### src/rtl/mul_div_unit.sv
// Iterative MIPS multiply/divide unit: shift-add multiply and restoring divide,
// one result bit per clock, with HI/LO registers and MTHI/MTLO write ports.
module mul_div_unit #(
  parameter int WIDTH = 32,
  parameter int CNT_W = 6
) (
  input  logic             clk,
  input  logic             reset_n,
  input  logic             start,
  input  logic [1:0]       op,
  input  logic [WIDTH-1:0] a,
  input  logic [WIDTH-1:0] b,
  input  logic             hi_we,
  input  logic             lo_we,
  input  logic [WIDTH-1:0] wdata,
  output logic             busy,
  output logic             done,
  output logic             div_by_zero,
  output logic [WIDTH-1:0] hi,
  output logic [WIDTH-1:0] lo
);

  typedef enum logic [1:0] {S_IDLE = 2'd0, S_CALC = 2'd1, S_FIX = 2'd2} state_t;

  localparam logic [WIDTH-1:0]   ZERO     = {WIDTH{1'b0}};
  localparam logic [WIDTH-1:0]   ONES     = {WIDTH{1'b1}};
  localparam logic [CNT_W-1:0]   CNT_LAST = CNT_W'(WIDTH - 1);
  localparam logic [2*WIDTH-1:0] ONE2     = (2*WIDTH)'(1);

  function automatic logic [WIDTH-1:0] neg_if(input logic [WIDTH-1:0] v, input logic neg);
    if (neg) begin
      return ~v + {{(WIDTH-1){1'b0}}, 1'b1};
    end else begin
      return v;
    end
  endfunction

  state_t             state_q, state_d;
  logic [CNT_W-1:0]   cnt_q, cnt_d;
  logic               is_div_q, is_div_d;
  logic               sign_a_q, sign_a_d;
  logic               sign_b_q, sign_b_d;
  logic               dz_q, dz_d;
  logic [WIDTH-1:0]   opnd_q, opnd_d;
  logic [2*WIDTH-1:0] acc_q, acc_d;
  logic [WIDTH-1:0]   hi_q, hi_d;
  logic [WIDTH-1:0]   lo_q, lo_d;
  logic               busy_q, busy_d;
  logic               done_q, done_d;
  logic               dbz_q, dbz_d;

  logic               sa_s, sb_s;
  logic [WIDTH-1:0]   mag_a_s, mag_b_s;
  logic [WIDTH:0]     mul_sum_s;
  logic [WIDTH:0]     div_shift_s;
  logic [WIDTH:0]     div_diff_s;
  logic               div_ge_s;
  logic [2*WIDTH-1:0] step_s;
  logic [2*WIDTH-1:0] prod_s;
  logic [WIDTH-1:0]   quo_s, rem_s;

  // Operand conditioning, one iteration step and the final sign fix-up.
  always_comb begin
    sa_s        = op[0] & a[WIDTH-1];
    sb_s        = op[0] & b[WIDTH-1];
    mag_a_s     = neg_if(a, sa_s);
    mag_b_s     = neg_if(b, sb_s);
    mul_sum_s   = {1'b0, acc_q[2*WIDTH-1:WIDTH]} + {1'b0, (acc_q[0] ? opnd_q : ZERO)};
    div_shift_s = {acc_q[2*WIDTH-1:WIDTH], acc_q[WIDTH-1]};
    div_diff_s  = div_shift_s - {1'b0, opnd_q};
    div_ge_s    = (div_shift_s >= {1'b0, opnd_q});
    // Remainder always fits WIDTH bits since it stays below the divisor.
    if (is_div_q) begin
      step_s = {(div_ge_s ? div_diff_s[WIDTH-1:0] : div_shift_s[WIDTH-1:0]),
                acc_q[WIDTH-2:0], div_ge_s};
    end else begin
      step_s = {mul_sum_s, acc_q[WIDTH-1:1]};
    end
    if (sign_a_q ^ sign_b_q) begin
      prod_s = ~acc_q + ONE2;
    end else begin
      prod_s = acc_q;
    end
    quo_s = neg_if(acc_q[WIDTH-1:0], sign_a_q ^ sign_b_q);
    rem_s = neg_if(acc_q[2*WIDTH-1:WIDTH], sign_a_q);
  end

  // Next-state and register-update logic for IDLE/CALC/FIX.
  always_comb begin
    state_d  = state_q;
    cnt_d    = cnt_q;
    is_div_d = is_div_q;
    sign_a_d = sign_a_q;
    sign_b_d = sign_b_q;
    dz_d     = dz_q;
    opnd_d   = opnd_q;
    acc_d    = acc_q;
    hi_d     = hi_q;
    lo_d     = lo_q;
    busy_d   = busy_q;
    done_d   = 1'b0;
    dbz_d    = 1'b0;
    case (state_q)
      S_IDLE: begin
        if (hi_we) begin
          hi_d = wdata;
        end else begin
          hi_d = hi_q;
        end
        if (lo_we) begin
          lo_d = wdata;
        end else begin
          lo_d = lo_q;
        end
        if (start) begin
          busy_d   = 1'b1;
          cnt_d    = {CNT_W{1'b0}};
          is_div_d = op[1];
          sign_a_d = sa_s;
          sign_b_d = sb_s;
          if (op[1] && (b == ZERO)) begin
            // Divide by zero skips the iteration; FIX publishes {a, all-ones}.
            state_d = S_FIX;
            dz_d    = 1'b1;
            opnd_d  = ZERO;
            acc_d   = {a, ONES};
          end else if (op[1]) begin
            state_d = S_CALC;
            dz_d    = 1'b0;
            opnd_d  = mag_b_s;
            acc_d   = {ZERO, mag_a_s};
          end else begin
            state_d = S_CALC;
            dz_d    = 1'b0;
            opnd_d  = mag_a_s;
            acc_d   = {ZERO, mag_b_s};
          end
        end else begin
          state_d = S_IDLE;
        end
      end
      S_CALC: begin
        acc_d = step_s;
        if (cnt_q == CNT_LAST) begin
          state_d = S_FIX;
          cnt_d   = {CNT_W{1'b0}};
        end else begin
          cnt_d   = cnt_q + {{(CNT_W-1){1'b0}}, 1'b1};
        end
      end
      S_FIX: begin
        state_d = S_IDLE;
        busy_d  = 1'b0;
        done_d  = 1'b1;
        if (dz_q) begin
          hi_d  = acc_q[2*WIDTH-1:WIDTH];
          lo_d  = acc_q[WIDTH-1:0];
          dbz_d = 1'b1;
        end else if (is_div_q) begin
          hi_d  = rem_s;
          lo_d  = quo_s;
        end else begin
          hi_d  = prod_s[2*WIDTH-1:WIDTH];
          lo_d  = prod_s[WIDTH-1:0];
        end
      end
      default: begin
        state_d = S_IDLE;
        busy_d  = 1'b0;
        cnt_d   = {CNT_W{1'b0}};
      end
    endcase
  end

  // State and result registers; reset discards any operation in flight.
  always_ff @(posedge clk or negedge reset_n) begin
    if (!reset_n) begin
      state_q  <= S_IDLE;
      cnt_q    <= {CNT_W{1'b0}};
      is_div_q <= 1'b0;
      sign_a_q <= 1'b0;
      sign_b_q <= 1'b0;
      dz_q     <= 1'b0;
      opnd_q   <= ZERO;
      acc_q    <= {2*WIDTH{1'b0}};
      hi_q     <= ZERO;
      lo_q     <= ZERO;
      busy_q   <= 1'b0;
      done_q   <= 1'b0;
      dbz_q    <= 1'b0;
    end else begin
      state_q  <= state_d;
      cnt_q    <= cnt_d;
      is_div_q <= is_div_d;
      sign_a_q <= sign_a_d;
      sign_b_q <= sign_b_d;
      dz_q     <= dz_d;
      opnd_q   <= opnd_d;
      acc_q    <= acc_d;
      hi_q     <= hi_d;
      lo_q     <= lo_d;
      busy_q   <= busy_d;
      done_q   <= done_d;
      dbz_q    <= dbz_d;
    end
  end

  assign busy        = busy_q;
  assign done        = done_q;
  assign div_by_zero = dbz_q;
  assign hi          = hi_q;
  assign lo          = lo_q;

endmodule
### config.mk
export PLATFORM = sky130hd
export DESIGN_NAME = mul_div_unit
export DESIGN_NICKNAME = d
export VERILOG_FILES = /design/src/rtl/mul_div_unit.sv
export SDC_FILE = /design/constraint.sdc
export NUM_CORES = 1
export LEC_CHECK = 0
export CAP_MARGIN = 5
export CORE_MARGIN = 4
export CORE_UTILIZATION = 64
export CTS_BUF_LIST = sky130_fd_sc_hd__clkbuf_8
export DETAILED_ROUTE_END_ITERATION = 10
export PLACE_DENSITY = 0.89
export SLEW_MARGIN = 30
export SYNTH_ARGS = -nofsm -noshare
export SYNTH_HDL_FRONTEND = slang
export SYNTH_SLANG_ARGS = --single-unit
### constraint.sdc
create_clock -name clk -period 6.5 [get_ports clk]
set_input_delay 1.3 -clock clk [delete_from_list [all_inputs] [get_ports clk]]
set_output_delay 1.3 -clock clk [all_outputs]
set_load 0.03 [all_outputs]
==> flow_metrics.tcl <==
set metrics [dict create \
    crit_chain "clkdlybuf4s50_1 -> nor4_1 -> nand3_1 -> nor3_1 -> nand2_1 -> nor4_4 -> buf_4 -> and2_1 -> a222oi_1 -> o21ai_0" \
    skew_ps 25.4 \
    place_ws_ps 1510 \
    report.final.slew_viol_count 0 \
    worstSetupEndpointType "flip-flop" \
    met2_usage_pct 66.1 \
    synth_area_mm2 0.0153 \
    globalRouteOverflowTotal 0 \
    post-route-min-period_ps 4640 \
    die-area_mm2 0.0264 \
    cts.sinks 175 \
    max_stage_delay_ps 730 \
    wl_mm 57.3 \
    slew_headroom_pct 39.2 \
    crit_slowest_cell "nor4_1" \
    finalSetupTns_ps 0 \
    path_buf_inv 2 \
    hold_class "flip-flop to flip-flop" \
    firstDrtPassIters 7 \
    post-cts-setup-buffers 0 \
    syn-num-nets 2194 \
    hold_viol 0 \
    setup_viol 0 \
    fin_crit_sh_pct 71.4 \
    rr_worst_depth 13 \
    ant_nets 0 \
    antenna_found_initial 0 \
    final.fill_count 1832 \
    yosysSeqAreaShare_pct 28.7 \
    hold_path_depth 2 \
    synth-edff-count 0 \
    tightest_slew_ps 908 \
    dp_hpwl_mm 43.1 \
    fp.dieW_um 162 \
    fmax_mhz 215 \
    via_per_inst 6.86 \
    clk_pin_slew_ps 120 \
    power_leakage_uw 0.00731 \
    crit_required_ps 6900 \
    gr-usage-all-layers_pct 42.2 \
    crit_fanout 14 \
    design_area_mm2 0.0175 \
    vdd_drop_max_mv 0.674 \
    worstSetupPathType "input pin to flip-flop" \
    ys_ff_latch 175 \
    numPortBuffers 169 \
    initial_core_util_pct 65.1 \
    ctsResizeCount 0 \
    syn_avg_cell_area_um2 7.56 \
    gp_congestion 1.03 \
    path_delay_family "simple AND/OR/NAND/NOR gates" \
    critical_path_arrival_ps 5040 \
    place_area_mm2 0.0171 \
    use_met1_pct 52.6 \
    hold_end "opnd_q[27]$_DFFE_PN0P_" \
    fin_nets 2275 \
    cp-start-kind "input pin" \
    status "finished, final reports clean" \
    drive_gt1_share_pct 4.92 \
    clk_latency_ps 510 \
    grt_pass1_wl_mm 86.8 \
    clock-root-buffer "clkbuf_8" \
    htreeDepth 4 \
    drtIter0Drc 2392 \
    synth_cell_types 73 \
    fin_util_pct 74.5 \
    avgRoutedWirePerCell_um 23.5 \
    rr_startpoint "acc_q[0]$_DFFE_PN0P_" \
    grt_max_degree 85 \
    vias 16700 \
    synth-warning-count 0 \
    synth_ff_type "dfrtp_1" \
    r2r_slack_ps 2390 \
    grt_pass1_vias 15600 \
    setup_ws_ps 1860 \
    tritoncts "yes" \
    drc 0 \
    grt.busiest_layer "met2" \
    core_mm2 0.0235 \
    drv_cap 0 \
    grt.met3_usage_pct 8.53 \
    clockBufferDepth 2 \
    reg2reg_to "acc_q[63]$_DFFE_PN0P_" \
    power.density_mw_per_mm2 598 \
    num_io_pins 170 \
    die_h_um 162 \
    ctsHoldBuffers 0 \
    row_count 56 \
    rsz0062_at_grt "no" \
    ys_async_sr_fraction_pct 100 \
    syn-instance-count 2020 \
    cts_made_buffers 17 \
    area_growth_pct 14.5 \
    hold_start "opnd_q[27]$_DFFE_PN0P_" \
]
-- metrics by stage --
step	cells	power (uW)	hold slack [ps]
final	2435	10500	490
after global routing	2433	11100	510
after CTS	2433	10200	489
after detailed placement	2401	9400	459
after global placement	2400	9210	453
after floorplan	2020	7180	439
-- cell usage after synthesis, drive strengths merged (17+ instances only) --
master  number  area (um^2)
nand2      237          890
nor2       217          815
a21oi      211         1060
o21ai      200         1000
dfrtp      175         4380
clkbuf     106          398
xor2        92          806
xnor2       83          727
ha          69          863
inv         64          240
nand3       42          223
a31oi       37          231
nor3        35          175
a21o        32          240
o31ai       27          203
o22ai       23          144
or3         23          145
nor4        22          174
o211ai      22          165
a211oi      21          158
buf         20          100
and3        19          119
mux2i       18          180
mux2        17          191
-- worst reg2reg max path: stages (launching register included) --
cell	delay, ps
dfrtp_1	520
inv_1	220
buf_4	390
nor2_1	110
ha_1	340
a21oi_1	200
nor3b_1	280
a21oi_1	170
a311o_1	420
a31oi_1	380
o21ai_0	300
a221o_1	360
a211oi_1	220
o21ai_0	100
-- placed cells by master (no fill, tap or decap), types with 35 or more instances in the layout --
cell type        netlist  routed
nor3_1                35      35
nor2_1               217     214
nand2_1              237     236
a21oi_1              211     211
dfrtp_1              175     174
nand3_1               41      41
o21ai_0              193     193
xor2_1                92      92
inv_1                 64      64
ha_1                  69      69
a31oi_1               37      37
clkdlybuf4s50_1        0     167
xnor2_1               83      83
-- report_power, final --
part           switching (uW)  internal, uW
sequential                850          1610
combinational            4440          2760
clock                     509           292
-- per-layer routing --
layer | up-vias | part of all wire [%]
li1 | 7419 | -
met1 | 7753 | 36
met2 | 1235 | 44
met3 | 295 | 11
met4 | 0 | 8.3
met5 | - | 0
-- layout make-up --
type                    count  area (um^2)  area share (%)
inverters                  64          240            1.37
clock buffers              17          234            1.34
multi-input cells        1655        10200            58.4
clock inverters            15          161           0.923
flip-flops and latches    175         4380            25.1
well taps                 319          399            2.28
repair buffers            188         1850            10.6
diodes                      2         5.00          0.0286
-- cell families after synthesis --
kind of cell               Yosys count  synth area share (%)
and+or+nand+nor                    685                  20.6
adders and majority gates           71                  5.91
DFF                                175                  28.7
AOI/OAI and AO/OA                  689                  27.6
xor gates and xnor gates           175                  10.0
muxes                               35                  2.43
buffers and inverters              190                  4.83
-- registers in the layout, indices dropped and copies added (netlist names), 2 cells and up --
signal and flops:
state_q 2, opnd_q 32, lo 32, cnt_q 6, hi 32, acc_q 64
-- worst max path at each step --
stage	slack, ps	start	cells after the start	end
after floorplan	2860	b[15]	9	acc_q[3]$_DFFE_PN0P_
after CTS	1970	b[3]	10	acc_q[34]$_DFFE_PN0P_
after global routing	1620	b[3]	11	acc_q[52]$_DFFE_PN0P_
after global placement	1740	b[3]	11	acc_q[44]$_DFFE_PN0P_
after detailed placement	1510	b[3]	10	acc_q[47]$_DFFE_PN0P_
final	1860	b[3]	10	acc_q[34]$_DFFE_PN0P_
(Power assumes the default switching activity.)
